<file path="config.mk">
export PLATFORM = sky130hd
export DESIGN_NAME = hazard_unit
export DESIGN_NICKNAME = d
export VERILOG_FILES = /design/src/rtl/hazard_unit.sv
export SDC_FILE = /design/constraint.sdc
export NUM_CORES = 1
export LEC_CHECK = 0
export CAP_MARGIN = 30
export CELL_PAD_IN_SITES_DETAIL_PLACEMENT = 0
export CELL_PAD_IN_SITES_GLOBAL_PLACEMENT = 1
export CORE_MARGIN = 2
export CORE_UTILIZATION = 45
export DETAILED_ROUTE_END_ITERATION = 10
export DONT_BUFFER_PORTS = 1
export PLACE_DENSITY = 0.8
export SLEW_MARGIN = 5
export SYNTH_ARGS = -nofsm -noshare
export SYNTH_HDL_FRONTEND = slang
export SYNTH_SLANG_ARGS = --single-unit
export TNS_END_PERCENT = 10
</file>
<file path="constraint.sdc">
create_clock -name clock -period 5 [get_ports clock]
set_input_delay 0.5 -clock clock [delete_from_list [all_inputs] [get_ports clock]]
set_output_delay 0.5 -clock clock [all_outputs]
set_load 0.02 [all_outputs]
</file>
<file path="src/rtl/hazard_unit.sv">
// Pipeline interlock for the 5-stage MIPS core: load-use, branch-in-ID operand and HI/LO mult/div tracking.
// Define HAZARD_PERF_EN to add the stall-cycle and flush performance counters.
module hazard_unit #(
  parameter int MUL_CYCLES = 4,
  parameter int DIV_CYCLES = 32
) (
  input  logic       clock,
  input  logic       reset,
  input  logic [4:0] id_rs,
  input  logic [4:0] id_rt,
  input  logic       id_uses_rs,
  input  logic       id_uses_rt,
  input  logic       id_is_branch,
  input  logic       id_branch_taken,
  input  logic       id_md_start,
  input  logic       id_md_is_div,
  input  logic       id_reads_hilo,
  input  logic       ex_reg_write,
  input  logic       ex_mem_read,
  input  logic [4:0] ex_write_reg,
  input  logic       mem_mem_read,
  input  logic [4:0] mem_write_reg,
  output logic       pc_write,
  output logic       if_id_write,
  output logic       id_ex_bubble,
  output logic       if_id_flush,
  output logic       md_busy,
  output logic       md_done
`ifdef HAZARD_PERF_EN
  ,
  output logic [31:0] perf_stall_cycles,
  output logic [15:0] perf_flushes
`endif
);

  localparam int MAX_CYCLES = (MUL_CYCLES > DIV_CYCLES) ? MUL_CYCLES : DIV_CYCLES;
  localparam int CNT_W      = (MAX_CYCLES > 1) ? $clog2(MAX_CYCLES + 1) : 1;

  localparam logic [CNT_W-1:0] MUL_LOAD = CNT_W'(MUL_CYCLES - 1);
  localparam logic [CNT_W-1:0] DIV_LOAD = CNT_W'(DIV_CYCLES - 1);

  typedef enum logic [0:0] {
    IDLE = 1'b0,
    BUSY = 1'b1
  } md_state_t;

  md_state_t        state, state_next;
  logic [CNT_W-1:0] cnt, cnt_next;

  logic rs_ex_match, rt_ex_match, rs_mem_match, rt_mem_match;
  logic ex_match, mem_match;
  logic load_use, br_haz, md_haz, stall;

  // Register $0 is hardwired to zero, so it can never carry a dependency.
  always_comb begin
    rs_ex_match  = id_uses_rs && (id_rs != 5'd0) && (id_rs == ex_write_reg);
    rt_ex_match  = id_uses_rt && (id_rt != 5'd0) && (id_rt == ex_write_reg);
    rs_mem_match = id_uses_rs && (id_rs != 5'd0) && (id_rs == mem_write_reg);
    rt_mem_match = id_uses_rt && (id_rt != 5'd0) && (id_rt == mem_write_reg);
    ex_match     = rs_ex_match || rt_ex_match;
    mem_match    = rs_mem_match || rt_mem_match;

    load_use = ex_mem_read && ex_match;
    br_haz   = id_is_branch && ((ex_reg_write && ex_match) || (mem_mem_read && mem_match));
    md_haz   = md_busy && (id_reads_hilo || id_md_start);
    stall    = load_use || br_haz || md_haz;
  end

  always_comb begin
    pc_write     = !stall;
    if_id_write  = !stall;
    id_ex_bubble = stall;
    // A stalled branch may see different operands next cycle, so it must not flush yet.
    if_id_flush  = id_branch_taken && !stall;
  end

  // NOTE: state registers use non-blocking assignment so every flop samples pre-edge values.
  always_ff @(posedge clock) begin
    if (reset) begin
      state <= IDLE;
      cnt   <= '0;
    end else begin
      state <= state_next;
      cnt   <= cnt_next;
    end
  end

  // NOTE: every signal gets a default at the top of the block so no path can infer a latch.
  always_comb begin
    state_next = state;
    cnt_next   = cnt;
    unique case (state)
      IDLE: begin
        if (id_md_start && !stall) begin
          state_next = BUSY;
          cnt_next   = id_md_is_div ? DIV_LOAD : MUL_LOAD;
        end
      end
      BUSY: begin
        if (cnt != '0) begin
          cnt_next = cnt - 1'b1;
        end else begin
          state_next = IDLE;
        end
      end
      default: begin
        state_next = IDLE;
        cnt_next   = '0;
      end
    endcase
  end

  always_comb begin
    md_busy = (state == BUSY);
    md_done = (state == BUSY) && (cnt == '0);
  end

`ifdef HAZARD_PERF_EN
  // Both counters wrap naturally at their width.
  always_ff @(posedge clock) begin
    if (reset) begin
      perf_stall_cycles <= '0;
      perf_flushes      <= '0;
    end else begin
      if (stall)       perf_stall_cycles <= perf_stall_cycles + 32'd1;
      if (if_id_flush) perf_flushes      <= perf_flushes + 16'd1;
    end
  end
`endif

endmodule

</file>
After elaboration in Yosys (flattened, before gate mapping)
Cells that the tools add are included.
{"block": "op_classes", "div_mod_pow": 0, "addsub": 1, "muxes": 7, "reduce_logical": 26, "n_mul": 0, "n_lt_le_gt_ge": 0, "eq_ne": 6, "n_shift": 0, "bitwise": 1}
{"cell": "5-bit == test", "count": 4}
{"cell": "1-bit logical AND", "count": 14}
{"cell": "6-bit two-way mux", "count": 2}
{"cell": "6-bit case mux with 2 select lines", "count": 1}
{"cell": "5-bit nonzero test", "count": 2}
{"cell": "6-bit logical NOT", "count": 1}
{"cell": "1-bit logical OR", "count": 6}
{"cell": "6-bit nonzero test", "count": 1}
{"cell": "6-bit by 1-bit subtractor with 6-bit output, second input constant", "count": 1}
{"cell": "5-bit two-way mux", "count": 1}
{"cell": "1-bit two-way mux", "count": 2}
{"cell": "2-bit by 1-bit inequality test with 1-bit output, second input constant", "count": 1}
{"cell": "2-bit inequality test, second input constant", "count": 1}
{"cell": "1-bit case mux with 2 select lines", "count": 1}
{"cell": "2-bit AND reduction", "count": 1}
{"cell": "1-bit logical NOT", "count": 1}
{"cell": "1-bit NOT", "count": 1}
{"block": "totals", "mem_count": 0, "out_inout_bits": 6, "reg_bits": 7, "mem_bits_rw": 0, "latch_bits": 0, "rom_bits": 0}

Longest topological paths before layout
Gate-level depths: netlist (run 1).
{"block": "depth", "depth_word": 13, "depth_mapped": 7, "mapped_depth_nobuf": 7}

Worst setup path before layout (run 1)
OpenSTA, ideal clock, no wires.
{"block": "synth_timing", "path_type": "input port to output port", "start": "input id_rs[1]", "end": "output if_id_flush", "stages": 5, "arrival_ns": 2.578, "setup_slack_ns": 1.922, "path_cell_list": "or4_1 > o21ai_2 > nor4_2 > nor4_1 > and2_1"}
{"block": "synth_between", "elab_chain_len": 11, "word_cells_on_any_way": 17, "classes_between": "eq/ne: 2; reduce/logical: 15"}
{"item": "start: declaration", "line_no": "9", "text": "input logic [4:0] id_rs,"}
{"item": "5-bit nonzero test", "line_no": "56, 58"}
{"item": "1-bit logical AND", "line_no": "56, 58"}
{"item": "1-bit logical AND, on equally long branches", "line_no": "56, 58"}
{"item": "1-bit logical OR, on equally long branches", "line_no": "60, 61"}
{"item": "1-bit logical AND", "line_no": "64", "text": "br_haz = id_is_branch && ((ex_reg_write && ex_match) || (mem_mem_read && mem_match));"}
{"item": "1-bit logical OR", "line_no": "64"}
{"item": "1-bit logical AND", "line_no": "64"}
{"item": "1-bit logical OR * (2 in a row)", "line_no": "66", "text": "stall = load_use || br_haz || md_haz;"}
{"item": "1-bit logical NOT *"}
{"item": "named net if_id_write", "line_no": "24", "text": "output logic if_id_write,"}
{"item": "1-bit logical AND *", "line_no": "74", "text": "if_id_flush = id_branch_taken && !stall;"}
{"item": "end: declaration", "line_no": "26", "text": "output logic if_id_flush,"}
Mark *: on every way through the listed nets, which the timed path passes. The rest lies on a longest branch.

Worst setup path in the final report (run 1)
{"block": "layout_timing", "start": "input id_rs[1]", "end": "output if_id_flush"}
{"block": "layout_between", "elab_chain_len": 11, "word_cells_on_any_way": 17, "classes_between": "eq/ne: 2; reduce/logical: 15"}
{"item": "5-bit nonzero test", "line_no": "56, 58"}
{"item": "1-bit logical AND", "line_no": "56, 58"}
{"item": "1-bit logical AND, on equally long branches", "line_no": "56, 58"}
{"item": "1-bit logical OR, on equally long branches", "line_no": "60, 61"}
{"item": "1-bit logical AND", "line_no": "64"}
{"item": "1-bit logical OR", "line_no": "64"}
{"item": "1-bit logical AND", "line_no": "64"}
{"item": "1-bit logical OR * (2 in a row)", "line_no": "66"}
{"item": "1-bit logical NOT *", "line_no": "74"}
{"item": "1-bit logical AND *", "line_no": "74"}
Every way passes the cells marked *; elsewhere a longest branch is shown, timed or not.

==> flow_summary.json, run 1 <==
{
  "status": "finished, final reports clean",
  "arrival_ps": 2070,
  "place_inst": 108,
  "p_leak_nw": 0.279,
  "fin_skew_ps": 2.19,
  "holdWs_ps": 309,
  "grt_usage_pct": 19.7,
  "clk_pin_slew_worst_paths_ps": 50,
  "path_common_cell": "nor4_2",
  "layout_commonest_cell": "xnor2_1",
  "wirelength_um": 1740,
  "rsz0062_at_grt": "no",
  "layout_common_cells": "xnor2_1, dfxtp_1, inv_1, xor2_1, a21oi_1",
  "clk_path_buf_depth": 2,
  "grt_max_degree": 10,
  "cts_made_buffers": 3,
  "total_power_mw": 0.200,
  "syn_nets": 124,
  "n_fill_cell": 146,
  "fin_crit_sh_pct": 51.3,
  "drc": 0,
  "cp_cell_sequence": "or4_1 -> o21ai_2 -> nor4_2 -> nor4_2 -> buf_1 -> and2_1",
  "fin_setup_tns_ps": 0,
  "antennaDiodeCount": 0,
  "dieArea_um2": 2030,
  "powerDensity_nw_per_um2": 245,
  "vias": 697,
  "cp-end-kind": "output port",
  "vdd_drop_max_uv": 159,
  "clock-sinks": 7,
  "stdcell_count": 112,
  "port_buffers": 0,
  "grt_antenna_before_repair": 0,
  "yosys_warnings": 0,
  "synthToLayoutAreaGrowth_pct": 7.43,
  "post-place-ws_ps": 2430,
  "slowest_delay_ps": 540,
  "place.gp.congestion": 0.797,
  "fp-row-count": 14,
  "maxSlewHeadroom_pct": 49.7,
  "htree_levels": 1,
  "path_class": "input pin to output port",
  "grt-ovfl-total": 0,
  "clkLatencyLatePin_ps": 250,
  "crit_slowest_cell": "or4_1",
  "finalHoldViolCount": 0,
  "ctsHoldBuffers": 0,
  "maxSlewViolCount": 0,
  "grt_pass1_vias": 680,
  "grt_pass1_wl_um": 2850,
  "drive_gt1_share_pct": 12.5,
  "drtAntennaViolNets": 0,
  "yosysSeqAreaShare_pct": 18.5,
  "tightest_slew_ps": 749,
  "hpwl_um": 1450,
  "crit_path_start_kind": "input pin",
  "netlist_instances": 91,
  "pin_count": 38,
  "via_per_inst": 6.22,
  "dr.pass1.iters": 4,
  "synth.distinct_cells": 36,
  "die_h_um": 45.1,
  "nets": 130,
  "synth-seq-cells": 7,
  "synth_area_um2": 758,
  "synth_area_leaders": "xnor2_1, dfxtp_1, xor2_1",
  "avgRoutedWirePerCell_um": 15.5,
  "path_max_fanout": 6,
  "drt_iter0_markers": 14,
  "period_needed_ps": 2570,
  "start_util_pct": 49.2,
  "worstPathRequired_ps": 4500,
  "die_w_um": 45.1,
  "core_area_um2": 1540,
  "fmax_mhz": 390,
  "root_buffer": "clkbuf_4",
  "cts_tree": "built",
  "hold_path.class": "input pin to flop",
  "setup_violations": 0,
  "postCtsSetupBuffers": 0,
  "setup_ws_ps": 2430,
  "drv_cap": 0,
  "cts_resized": 0,
  "synth.top_cell.area_share_pct": 19.6,
  "syn_area_per_cell_um2": 8.33,
  "synth_largest_area_cell": "xnor2_1"
}
==> area by class of cell <==
class | count | area (um^2) | share of cell area, %
clock buffer | 4 | 26.3 | 3.23
inverter | 6 | 22.5 | 2.76
multi-input combinational | 77 | 594 | 73.0
sequential | 7 | 140 | 17.2
tap | 16 | 20.0 | 2.46
timing repair buffer | 2 | 11.3 | 1.38
==> kinds of logic (layout without fill, tap and decap cells) <==
group,count (synthesis),after routing,synth area share (%)
xor gates and xnor gates,22,22,25.4
muxes,1,1,1.32
adders and majority gates,1,1,1.65
buffers and inverters,7,12,3.96
DFF,7,7,18.5
and+or+nand+nor,27,27,23.1
AOI/OAI and AO/OA,26,26,26.1
==> report_power, final <==
group | internal, mW | total [mW] | switching [mW]
Combinational | 0.0361 | 0.0751 | 0.0391
Clock | 0.0305 | 0.0513 | 0.0208
Sequential | 0.0629 | 0.0734 | 0.0105
==> metrics by stage <==
stage	utilization [%]	cell area, um^2
after detailed placement	51.1	788
after floorplan	-	758
after global placement	50.4	777
after CTS	52.8	815
final	52.8	815
after global routing	52.8	815
==> state kept, by name, summed over array words and instances (netlist names) <==
name / cells
cnt: 6
md_busy: 1
==> Yosys cell counts <==
cell type and count:
xnor2_1 17, dfxtp_1 7, inv_1 6, a21oi_1 5, xor2_1 5, nand3_1 4, nand4_1 4, nor2_1 3
nor3_1 3, o21ai_0 3, o31ai_1 3, o41ai_1 3, a211oi_1 2, nor4_2 2, o21ai_2 2, or4_1 2
a211o_1 1, a21o_1 1, a311oi_2 1, a41o_1 1, and2_1 1, buf_4 1, ha_1 1, mux2i_1 1
nand2_1 1, nand2b_1 1, nand4b_1 1, nor2b_1 1, nor4_1 1, nor4b_1 1, o211ai_1 1, o21a_1 1
o311ai_0 1, o41a_1 1, or2_2 1, or4_4 1
==> path summary, 6_finish.rpt <==
check	start	slack [ps]	cells after the start	end
min	reset	310	1	cnt[0]
max	id_rs[1]	2430	6	if_id_flush
min reg2reg	cnt[4]	500	2	cnt[4]
max reg2reg	cnt[0]	3310	7	cnt[0]
==> critical path, delay by kind of cell <==
family	cells	cell delay, ps
buf+inv	1	130
simple gates	4	1200
compound gates	1	220
==> metal layers <==
metal / up-vias / GRT usage [%] / part of all wire [%]
met5: - / 0 / 0
met4: 0 / 5.29 / 0.57
met3: 2 / 10.4 / 11
met2: 32 / 26.9 / 43
met1: 303 / 27.0 / 46
li1: 360 / - / -
(Power assumes the default switching activity.)
==> inputs of run 2 (changes only) <==
--- a/config.mk
+++ b/config.mk
@@ -9,10 +9,10 @@
 export CELL_PAD_IN_SITES_DETAIL_PLACEMENT = 0
 export CELL_PAD_IN_SITES_GLOBAL_PLACEMENT = 1
 export CORE_MARGIN = 2
-export CORE_UTILIZATION = 45
+export CORE_UTILIZATION = 42
 export DETAILED_ROUTE_END_ITERATION = 10
 export DONT_BUFFER_PORTS = 1
-export PLACE_DENSITY = 0.8
+export PLACE_DENSITY = 0.76
 export SLEW_MARGIN = 5
 export SYNTH_ARGS = -nofsm -noshare
 export SYNTH_HDL_FRONTEND = slang
==> constraint.sdc (replaced) <==
create_clock -name clock -period 2.6 [get_ports clock]
set_input_delay 0.26 -clock clock [delete_from_list [all_inputs] [get_ports clock]]
set_output_delay 0.26 -clock clock [all_outputs]
set_load 0.02 [all_outputs]
==> run 2 against run 1 <==
Clock skew is 1.4 ps lower; setup slack got worse by 1900 ps; highest routed layer unchanged; largest power group unchanged; global-route usage shrank 2.2 points; critical path depth did not move; critical path type unchanged; clock power rose by 88%; largest cell class unchanged.
==> flow_summary.json, run 2 (synthesis results as in run 1) <==
{
  "maxSlewHeadroom_pct": 57.3,
  "nets": 129,
  "htree_levels": 1,
  "setup_violations": 0,
  "hold_path_depth": 1,
  "drv_cap": 0,
  "fin_util_pct": 48.1,
  "finalHoldViolCount": 0,
  "grt.met2_usage_pct": 23.9,
  "swShare_pct": 34.9,
  "avgRoutedWirePerCell_um": 13.6,
  "cp-end-kind": "output port",
  "worstSetupPathDepth": 6,
  "n_fill_cell": 174,
  "cts_tree": "built",
  "antennaDiodeCount": 0,
  "synthToLayoutAreaGrowth_pct": 8.42,
  "fin_setup_tns_ps": 0,
  "pin_count": 38,
  "dr.pass1.iters": 4,
  "postCtsSetupBuffers": 0,
  "multi_input_area_um2": 594,
  "reg2regPathDepth": 7,
  "power_frac_comb_pct": 37.6,
  "die_h_um": 46.5,
  "drc": 0,
  "seq_area_um2": 140,
  "grt_pass1_vias": 657,
  "ctsHoldBuffers": 0,
  "met1_usage_pct": 23.5,
  "drt_iter0_markers": 15,
  "crit_buf_inv": 2,
  "holdWs_ps": 73.2,
  "design_area_um2": 822,
  "p_int_mw": 0.248,
  "cts_resized": 0,
  "worstPathRequired_ps": 2340,
  "place.gp.congestion": 0.762,
  "via_per_inst": 5.80,
  "vias": 696,
  "period_needed_ps": 2070,
  "crit_family": "simple AND/OR/NAND/NOR gates",
  "grtUsageMet3_pct": 10.6,
  "gr-max-usage-layer": "met2",
  "grt_max_degree": 10,
  "grt-ovfl-total": 0,
  "cts_made_buffers": 3,
  "pwr-share-seq_pct": 37.2,
  "crit_slowest_cell": "or4_1",
  "port_buffers": 0,
  "crit_path_start_kind": "input pin",
  "vdd_drop_max_uv": 274,
  "fin_skew_ps": 0.778,
  "powerDensity_nw_per_um2": 464,
  "clock-sinks": 7,
  "rsz0062_at_grt": "no",
  "fmax_mhz": 484,
  "layout_commonest_cell": "xnor2_1",
  "cp_cell_sequence": "or4_1 -> o21ai_2 -> nor4_2 -> nor4_2 -> buf_4 -> inv_1",
  "grt_usage_pct": 17.5,
  "hold_path.class": "input pin to flop",
  "r2r_end": "cnt[0]",
  "placed_cell_area_um2": 796,
  "core_area_um2": 1710,
  "slowest_delay_ps": 540,
  "tightest_slew_ps": 635,
  "drive_gt1_share_pct": 12.6,
  "pwr-share-clk_pct": 25.2,
  "path_max_fanout": 6,
  "start_util_pct": 44.4,
  "status": "finished, final reports clean",
  "maxSlewViolCount": 0,
  "reg2reg_from": "cnt[0]",
  "hpwl_um": 1430,
  "whs_endpoint": "cnt[0]",
  "path_common_cell": "nor4_2",
  "r2r_slack_ps": 900,
  "path_class": "input pin to output port",
  "hold_start": "reset",
  "clkLatencyLatePin_ps": 250,
  "grt_antenna_before_repair": 0,
  "fp-row-count": 15,
  "clk_path_buf_depth": 2,
  "layout_common_cells": "xnor2_1, dfxtp_1, inv_1, xor2_1, a21oi_1",
  "p_sw_mw": 0.133,
  "die_w_um": 46.5,
  "total_power_mw": 0.381,
  "wirelength_um": 1630,
  "arrival_ps": 1810,
  "fin_crit_sh_pct": 79.5,
  "root_buffer": "clkbuf_4",
  "dieArea_um2": 2160,
  "drtAntennaViolNets": 0,
  "top_register": "cnt",
  "largest_register_ffs": 6,
  "grt_pass1_wl_um": 2690,
  "clk_pin_slew_worst_paths_ps": 50,
  "p_leak_nw": 0.278
}
run 2: how the worst max path moves through the flow:
stage | end | slack [ps] | startpoint
after floorplan | if_id_flush | 2 | id_rs[1]
after global placement | id_ex_bubble | 530 | id_rs[1]
after detailed placement | id_ex_bubble | 510 | id_rs[1]
after CTS | id_ex_bubble | 510 | id_rs[1]
after global routing | id_ex_bubble | 430 | id_rs[1]
final | id_ex_bubble | 530 | id_rs[1]
run 2: metrics by stage:
stage | worst slack [ps] | instances
final | 534 | 120
after global routing | 429 | 120
after CTS | 512 | 120
after detailed placement | 512 | 116
after global placement | 533 | 116
after floorplan | 1.93 | 91
run 2: final cells by class:
| class | count | share of cell area, % |
|---|---|---|
| inverter | 6 | 2.74 |
| clock buffer | 4 | 3.20 |
| tap | 25 | 3.81 |
| sequential | 7 | 17.0 |
| timing repair buffer | 1 | 0.913 |
| multi-input combinational | 77 | 72.3 |
run 2: worst register-to-register path, cell delays in order, from the launching register on:
cell	delay, ps
dfxtp_1	330
inv_1	100
ha_1	220
nor2b_1	190
nand4b_1	260
nand3_1	170
o21ai_0	100
a311oi_2	240
run 2: layer usage:
layer | part of all wire [%] | vias up
li1 | - | 360
met4 | 0.24 | 0
met5 | 0 | -
met1 | 47 | 301
met3 | 12 | 2
met2 | 41 | 33
run 2: power by group through the flow:
stage               clock network (mW)  logic [mW]  registers, mW
finish                          0.0962       0.143          0.142
global route                     0.109       0.160          0.145
CTS                              0.101       0.144          0.142
detailed placement                   0       0.144          0.144
global placement                     0       0.144          0.144
floorplan                            0       0.126          0.138
==> inputs of run 3 (changes only) <==
--- a/config.mk
+++ b/config.mk
@@ -9,10 +9,10 @@
 export CELL_PAD_IN_SITES_DETAIL_PLACEMENT = 0
 export CELL_PAD_IN_SITES_GLOBAL_PLACEMENT = 1
 export CORE_MARGIN = 2
-export CORE_UTILIZATION = 42
+export CORE_UTILIZATION = 38
 export DETAILED_ROUTE_END_ITERATION = 10
 export DONT_BUFFER_PORTS = 1
-export PLACE_DENSITY = 0.76
+export PLACE_DENSITY = 0.72
 export SLEW_MARGIN = 5
 export SYNTH_ARGS = -nofsm -noshare
 export SYNTH_HDL_FRONTEND = slang
==> constraint.sdc (replaced) <==
create_clock -name clock -period 1.68 [get_ports clock]
set_input_delay 0.168 -clock clock [delete_from_list [all_inputs] [get_ports clock]]
set_output_delay 0.168 -clock clock [all_outputs]
set_load 0.02 [all_outputs]
==> run 3 against run 2 <==
The flow now finishes with violations (negative setup slack); combinational power increased by 110%; largest cell class unchanged; flip-flop and latch count unchanged; global-route usage decreased by 0.90 points; first-iteration DRC count increased by 20%; clock skew about the same; sequential power increased by 51%; die area increased by 9.6%; clock-buffer cell count unchanged; sequential share of layout area decreased by 3.1 points; power increased by 75%.
==> flow_summary.json, run 3 (synthesis results as in run 1) <==
{
  "wirelength_um": 2010,
  "fin_setup_tns_ps": -333,
  "tightest_slew_ps": 410,
  "hold_path.class": "input pin to flop",
  "path_class": "input pin to output port",
  "total_power_mw": 0.666,
  "p_leak_nw": 0.370,
  "seq_area_um2": 141,
  "vias": 773,
  "place.gp.congestion": 0.760,
  "port_buffers": 0,
  "setup_ws_ps": -106,
  "cts_tree": "built",
  "cp-end-kind": "output port",
  "drv_cap": 0,
  "pwr-share-clk_pct": 22.7,
  "path_max_fanout": 3,
  "dr.pass1.iters": 4,
  "fin_skew_ps": 0.814,
  "vdd_drop_max_uv": 602,
  "rsz0062_at_grt": "yes",
  "die_w_um": 48.7,
  "synthToLayoutAreaGrowth_pct": 33.8,
  "maxSlewViolCount": 0,
  "powerDensity_nw_per_um2": 656,
  "worstPathRequired_ps": 1510,
  "fin_crit_sh_pct": 106,
  "arrival_ps": 1620,
  "power_frac_comb_pct": 45.0,
  "period_needed_ps": 1790,
  "p_sw_mw": 0.234,
  "largest_register_ffs": 6,
  "layout_commonest_cell": "xnor2_1",
  "grt_max_degree": 8,
  "setup_violations": 5,
  "dieArea_um2": 2370,
  "post-place-ws_ps": -231,
  "start_util_pct": 39.5,
  "core_area_um2": 1920,
  "nets": 143,
  "grt_antenna_before_repair": 0,
  "fp-row-count": 16,
  "cts_made_buffers": 3,
  "pin_count": 38,
  "r2r_slack_ps": 90,
  "drc": 0,
  "via_per_inst": 5.68,
  "multi_input_area_um2": 668,
  "grt_usage_pct": 16.6,
  "drt_iter0_markers": 18,
  "antennaDiodeCount": 0,
  "p_int_mw": 0.432,
  "status": "complete, but fails checks",
  "hpwl_um": 1570,
  "die_h_um": 48.7,
  "grt_pass1_wl_um": 3130,
  "avgRoutedWirePerCell_um": 14.8,
  "clk_pin_slew_worst_paths_ps": 50,
  "maxSlewHeadroom_pct": 72.3,
  "hold_path_depth": 2,
  "n_fill_cell": 200,
  "grt_pass1_vias": 754,
  "clkLatencyLatePin_ps": 250,
  "finalHoldViolCount": 0,
  "clk_path_buf_depth": 2,
  "drtAntennaViolNets": 0,
  "root_buffer": "clkbuf_4",
  "crit_path_start_kind": "input pin",
  "drive_gt1_share_pct": 34.9,
  "holdWs_ps": 78.3,
  "htree_levels": 1,
  "violations": "negative setup slack",
  "swShare_pct": 35.1,
  "fmax_mhz": 560,
  "pwr-share-seq_pct": 32.3,
  "layout_common_cells": "xnor2_1, buf_4, dfxtp_1, xor2_1, a21oi_1",
  "fin_util_pct": 52.8,
  "grt-ovfl-total": 0,
  "reg2regPathDepth": 7,
  "clock-sinks": 7,
  "top_register": "cnt"
}
run 3: path summary, 6_finish.rpt:
kind / startpoint / endpoint
min reg2reg: cnt[4] / cnt[4]
max: id_rt[1] / if_id_flush
max reg2reg: cnt[0] / cnt[0]
min: reset / cnt[3]
run 3: routing by layer:
layer	wire length [um]	share of wire (%)	GRT usage, %
met1	949	47	21.7
met2	964	48	27.9
met3	94	4.7	5.25
met4	0	0	1.43
met5	0	0	0
run 3: cell type report:
class,instances,share of cell area [%]
tap,27,3.33
timing repair buffer,15,12.1
multi-input combinational,77,65.8
sequential,7,13.9
clock buffer,4,2.59
inverter,6,2.22
run 3: stage by stage:
step	cells	area [um^2]
floorplan	91	776
global placement	127	877
detailed placement	127	877
CTS	136	983
global route	136	1010
finish	136	1010
run 3: power by group through the flow:
stage	registers (mW)	logic, mW	clock network (mW)
2_1_floorplan	0.214	0.203	0
3_3_place_gp	0.214	0.261	0
3_5_place_dp	0.213	0.264	0
4_1_cts	0.211	0.283	0.156
5_1_grt	0.218	0.330	0.169
6_report	0.215	0.300	0.151
run 3: critical path, cell delays in order:
cell,delay (ps)
or4_4,530
o21ai_4,160
nor3_2,70
buf_4,140
nor4_4,320
and2_4,230
run 3: what timing repair did:
action / in CTS / in global routing
hold buffers: 1 / 0
setup buffers: 4 / 0
gates resized for setup: 10 / 8
hold endpoints to repair: 2 / 0
endpoints found under the setup margin: 5 / 11
pin swaps: 10 / 3
